<file path="config.mk">
export PLATFORM = sky130hd
export DESIGN_NAME = instr_fetch_spi
export DESIGN_NICKNAME = d
export VERILOG_FILES = /design/src/rtl/instr_fetch_spi.sv
export SDC_FILE = /design/constraint.sdc
export NUM_CORES = 1
export LEC_CHECK = 0
export ABC_CLOCK_PERIOD_IN_PS = 6200
export CAP_MARGIN = 20
export CORE_AREA = 2 2 78 110
export CTS_CLUSTER_SIZE = 16
export DETAILED_ROUTE_END_ITERATION = 10
export DIE_AREA = 0 0 80 112
export DONT_BUFFER_PORTS = 1
export PLACE_DENSITY = 0.74
export SLEW_MARGIN = 0
export SYNTH_ARGS = -nofsm -noshare
export SYNTH_HDL_FRONTEND = slang
export SYNTH_SLANG_ARGS = --single-unit
</file>
<file path="constraint.sdc">
create_clock -name clk -period 6.2 [get_ports clk]
set_input_delay 1.24 -clock clk [delete_from_list [all_inputs] [get_ports clk]]
set_output_delay 1.24 -clock clk [all_outputs]
set_load 0.05 [all_outputs]
</file>
<file path="src/rtl/instr_fetch_spi.sv">
// Instruction fetch unit backed by a SPI NOR flash (READ 0x03, mode 0, SCK = clk/2).
// A one-entry tag gives single-cycle hits; an open read stream gives cheap sequential fetches.
module instr_fetch_spi #(
    parameter logic [23:0] BASE_ADDR = 24'h000000
) (
    input  logic        clk,
    input  logic        reset,
    input  logic        fetch_req_i,
    input  logic [14:0] fetch_addr_i,
    output logic [15:0] instruction_o,
    output logic        instruction_valid_o,
    output logic        busy_o,
    output logic        spi_cs_n_o,
    output logic        spi_sck_o,
    output logic        spi_mosi_o,
    input  logic        spi_miso_i,
    output logic [2:0]  dbg_state_o
);

    // Handshake: a request is taken when fetch_req_i=1 in a cycle where busy_o=0 and
    // instruction_valid_o=0; the result is a single-cycle instruction_valid_o pulse.
    typedef enum logic [2:0] {
        IDLE   = 3'd0,
        CS_GAP = 3'd1,
        CMD    = 3'd2,
        ADDR   = 3'd3,
        DATA   = 3'd4,
        DONE   = 3'd5
    } state_t;

    state_t      state_q, state_d;
    logic        phase_q;
    logic [4:0]  bit_cnt_q;
    logic [31:0] shift_out_q;
    logic [15:0] shift_in_q;
    logic [15:0] instr_q;
    logic [14:0] req_addr_q;
    logic [14:0] tag_q;
    logic        tag_valid_q;
    logic        stream_q;

    logic        accept;
    logic        hit;
    logic        seq;
    logic        shifting;
    logic        bit_last;
    logic [23:0] flash_addr;

    assign accept     = (state_q == IDLE) && fetch_req_i;
    assign hit        = tag_valid_q && (fetch_addr_i == tag_q);
    assign seq        = stream_q && tag_valid_q && (tag_q != 15'h7FFF)
                        && (fetch_addr_i == (tag_q + 15'd1));
    assign flash_addr = BASE_ADDR + {8'h00, fetch_addr_i, 1'b0};
    assign shifting   = (state_q == CMD) || (state_q == ADDR) || (state_q == DATA);

    always_comb begin
        bit_last = 1'b0;
        case (state_q)
            CMD:     bit_last = (bit_cnt_q == 5'd7);
            ADDR:    bit_last = (bit_cnt_q == 5'd23);
            DATA:    bit_last = (bit_cnt_q == 5'd15);
            default: bit_last = 1'b0;
        endcase
    end

    always_comb begin
        state_d = state_q;
        case (state_q)
            IDLE: begin
                if (accept) begin
                    if (hit)           state_d = DONE;
                    else if (seq)      state_d = DATA;
                    else if (stream_q) state_d = CS_GAP;
                    else               state_d = CMD;
                end
            end
            CS_GAP:  if (phase_q) state_d = CMD;
            CMD:     if (phase_q && bit_last) state_d = ADDR;
            ADDR:    if (phase_q && bit_last) state_d = DATA;
            DATA:    if (phase_q && bit_last) state_d = DONE;
            DONE:    state_d = IDLE;
            default: state_d = IDLE;
        endcase
    end

    always_ff @(posedge clk) begin
        if (reset) begin
            state_q     <= IDLE;
            phase_q     <= 1'b0;
            bit_cnt_q   <= 5'd0;
            shift_out_q <= 32'h0;
            shift_in_q  <= 16'h0;
            instr_q     <= 16'h0;
            req_addr_q  <= 15'h0;
            tag_q       <= 15'h0;
            tag_valid_q <= 1'b0;
            stream_q    <= 1'b0;
        end else begin
            state_q <= state_d;
            // The gap reuses the bit phase so it lasts exactly two cycles.
            phase_q <= (shifting || state_q == CS_GAP) ? ~phase_q : 1'b0;

            if (state_d != state_q)
                bit_cnt_q <= 5'd0;
            else if (shifting && phase_q)
                bit_cnt_q <= bit_cnt_q + 5'd1;

            if (accept) begin
                req_addr_q  <= fetch_addr_i;
                shift_out_q <= {8'h03, flash_addr};
            end else if ((state_q == CMD || state_q == ADDR) && phase_q) begin
                shift_out_q <= {shift_out_q[30:0], 1'b0};
            end

            // MISO is sampled on the edge that drops SCK.
            if (state_q == DATA && phase_q) begin
                shift_in_q <= {shift_in_q[14:0], spi_miso_i};
                if (bit_last) begin
                    instr_q     <= {shift_in_q[14:0], spi_miso_i};
                    tag_q       <= req_addr_q;
                    tag_valid_q <= 1'b1;
                    stream_q    <= 1'b1;
                end
            end

            if (state_q == IDLE && state_d == CS_GAP)
                stream_q <= 1'b0;
        end
    end

    // Outputs are forced to their idle values while reset is held.
    assign spi_cs_n_o          = reset | ~(shifting || (stream_q && (state_q == IDLE || state_q == DONE)));
    assign spi_sck_o           = ~reset & shifting & phase_q;
    assign spi_mosi_o          = ~reset & (state_q == CMD || state_q == ADDR) & shift_out_q[31];
    assign busy_o              = ~reset & (shifting || state_q == CS_GAP);
    assign instruction_valid_o = ~reset & (state_q == DONE);
    assign instruction_o       = reset ? 16'h0000 : instr_q;
    assign dbg_state_o         = state_q;

endmodule

</file>
==> impl_results.md <==
* Count of final setup violators at 0
* Syn-to-layout area delta at 6.64%
* Diodes inserted at 0
* Netlist cell types at 51
* #FFs+latches synth at between 100 and 150
* Clk slew on worst S/H paths at 0.07 ns
* Clock power share at 0.434
* Worst Clk Skew at 0.00590 ns
* Ys Warns at 0
* Post-synthesis mux area share at 0.00856
* Fin nets at 600
* Sw frac at 0.230
* Core Region at 8000 sq um
* Htree depth at 3
* Grt total ovfl at 0
* Fmax at 249 MHz
* Most frequent cell after synthesis: nand2_1
* Hold endpoint: instr_q[3]$_SDFFE_PP0P_
* Arrival time at the worst endpoint at 2.78 ns
* Initial antenna violation count at 0
* Compound-gate portion of the synthesized area at 0.164
* R2r endpoint: bit_cnt_q[1]$_SDFFE_PP0P_
* DR WL/cell at 15.1 um
* Final hold violations at 0
* CP endpoint kind: primary output
* Mapped Cells at 608
* Worst slew margin at 0.299
* Reg2Reg Launch Point: dbg_state_o[0]$_SDFF_PP0_
* Max-slew violations at 0
* Clk buf depth at 2
* Chip height at 112 um
* Maxcap violations at 0
* DIE WIDTH at 80 um
* Status: finished clean
* Adder-cell share of the synthesized area at 0.00535
* Number of global-route vias before repair at 3623
* Drc violations at 0
* R2R setup slack at 3.18 ns
* WL final at between 10 and 15 mm
* Internal power at 1.03 mW
* Synthesized area at ~4700 sq um
* Post-synth ARST share at 0
* Flop pwr share at 0.517
* DR pass1 iterations at 4
* Hold Path Depth at 2
* Leakage Power at between 1.5 and 2 nW
* Die area at 8960 sq um
* Dpl hpwl at 6.89 mm
* Share of cells above drive strength 1 at 0.0599
* Crit path max fanout at 11
* Vias post-DR at 3942
* P_sw at 0.307 mW
* Area share of xor/xnor cells in the synthesized design at 0.0487
* # rows at 39
* Combinational family with the most area after synthesis: simple AND/OR/NAND/NOR gates
* All-Layer GR Usage at 0.240
* VDD IR max at 0.192 mV
* Ranking of synthesized cells by area: dfxtp_1 44%, nand2_1 16%, a21oi_1 8.9%
* Routed vias/inst at 5.75
* Post-synth EDFFs at 0
* Pwr dens at 268 nW/um^2
* Antenna-violating nets left at 0
* Pwr Total at roughly 1.3 mW
* Num CTS Buffers at 9
* TritonCTS clock tree: done
* IO Count at 43
* Share of the synthesized area in the top cell type at 0.441
* Startpoint class of the critical path: register
* Hold Buf Count CTS at 0
* Ys flop type: dfxtp_1
* Avg Cell Area, Syn at 7.69 sq um
* Mapped Nets at 629
* Largest net degree at the start of global routing at roughly 110
* Synth cell count leaders: 196 x nand2_1, 103 x dfxtp_1, 83 x a21oi_1
* # fillers at 758
* Comb power frac at 0.048
* Clock Latency Late Sink at 0.34 ns
* HP Class: reg -> reg
* Reg2reg path depth at 7
* Clk sinks at 103
* Post-CTS Resized at 0
* Tmin final at 4.02 ns
* Crit Path Class: reg -> out
* RSZ-0062 raised after global routing: false
* HP Start: instr_q[3]$_SDFFE_PP0P_
* CP required at 4.96 ns
* Final Wtd Congestion at 0.879
* DRT iter0 DRCs at 237
* Seq/Total Area, Yosys at 0.441
* # port buffers at 0
* Period Utilization, post-route at 0.648
* Multi-input logic area at 2430 sq um
* Starting Density at 0.584
* Register area at 2060 sq um
* Setup bufs post-CTS at 0
* Setup tns final at 0 ns
* Clock Tree Root: clkbuf_16
* First-pass GRT wire length at 17.1 mm
* Post-Synth Simple-Gate Area at 0.291
* Yosys top cell by area: dfxtp_1
* Measured slew at the worst slew-check pin at 1.05 ns
[registers in the layout, summed over array words and instances, names as in the netlist]
signal	cells
dbg_state_o	3
stream_q	1
tag_valid_q	1
req_addr_q	15
shift_out_q	31
phase_q	1
tag_q	15
shift_in_q	15
bit_cnt_q	5
instr_q	16
[cell families after synthesis]
kind of cell,after synthesis
buffers and inverters,48
DFF,103
xor gates and xnor gates,26
AOI/OAI and AO/OA,123
muxes,4
and+or+nand+nor,302
adders and majority gates,2
[routing by layer]
metal / share of wire / global-route usage / vias to the layer above
li1: - / - / 1986
met1: 0.43 / 0.300 / 1864
met2: 0.50 / 0.401 / 76
met3: 0.045 / 0.0600 / 16
met4: 0.018 / 0.0825 / 0
met5: 0 / 0 / -
[final cells by class]
cell class	instances	share of cell area
inverter	3	0.00226
clock buffer	11	0.0487
timing repair buffer	5	0.00903
clock inverter	5	0.0130
tap	102	0.0256
sequential	103	0.414
multi-input combinational	457	0.488
[layout by cell type, fill, tap and decap left out, drive strengths merged, types with 5 or more instances in the layout]
master  instances
nand2         196
dfxtp         103
nand4          10
clkbuf         11
buf             5
xor2           12
nor4            5
nor2b          19
nor3           15
a311oi         16
inv             5
a21oi          85
nand3           7
nor2           27
xnor2          14
[power by group through the flow]
stage          Clock [mW]  Combinational [mW]  Sequential [mW]
3_3_place_gp            0              0.0625            0.706
6_report            0.581              0.0647            0.692
4_1_cts             0.592              0.0649            0.692
5_1_grt             0.622              0.0721            0.694
2_1_floorplan           0              0.0653            0.702
3_5_place_dp            0              0.0644            0.707
[critical path: stages, from the launching register on]
cell	delay, ns
dfxtp_1	0.85
nor2b_1	0.42
o21a_1	0.38
nor2b_1	0.79
[through the flow]
| step | area (sq um) | setup slack [ns] | util | std cells | hold WS [ns] |
|---|---|---|---|---|---|
| 5_1_grt | 4990 | 2.04 | 0.623 | 686 | 0.461 |
| 3_3_place_gp | 4660 | 2.60 | 0.583 | 669 | 0.430 |
| 6_report | 4990 | 2.18 | 0.623 | 686 | 0.445 |
| 3_5_place_dp | 4660 | 2.56 | 0.583 | 669 | 0.438 |
| 2_1_floorplan | 4680 | 1.71 | - | 608 | 0.427 |
| 4_1_cts | 4970 | 2.16 | 0.621 | 685 | 0.448 |
[worst max-delay path by stage]
stage                                          from                  end  slack (ns)  depth (start not counted)
final                     dbg_state_o[1]$_SDFF_PP0_            spi_sck_o        2.18                          3
after global routing      dbg_state_o[2]$_SDFF_PP0_            spi_sck_o        2.04                          3
after CTS                 dbg_state_o[1]$_SDFF_PP0_            spi_sck_o        2.16                          3
after detailed placement  dbg_state_o[1]$_SDFF_PP0_            spi_sck_o        2.56                          3
after global placement    dbg_state_o[1]$_SDFF_PP0_            spi_sck_o        2.60                          3
after floorplan                               reset  instruction_valid_o        1.71                          3
Power figures use the tool's default switching activity.
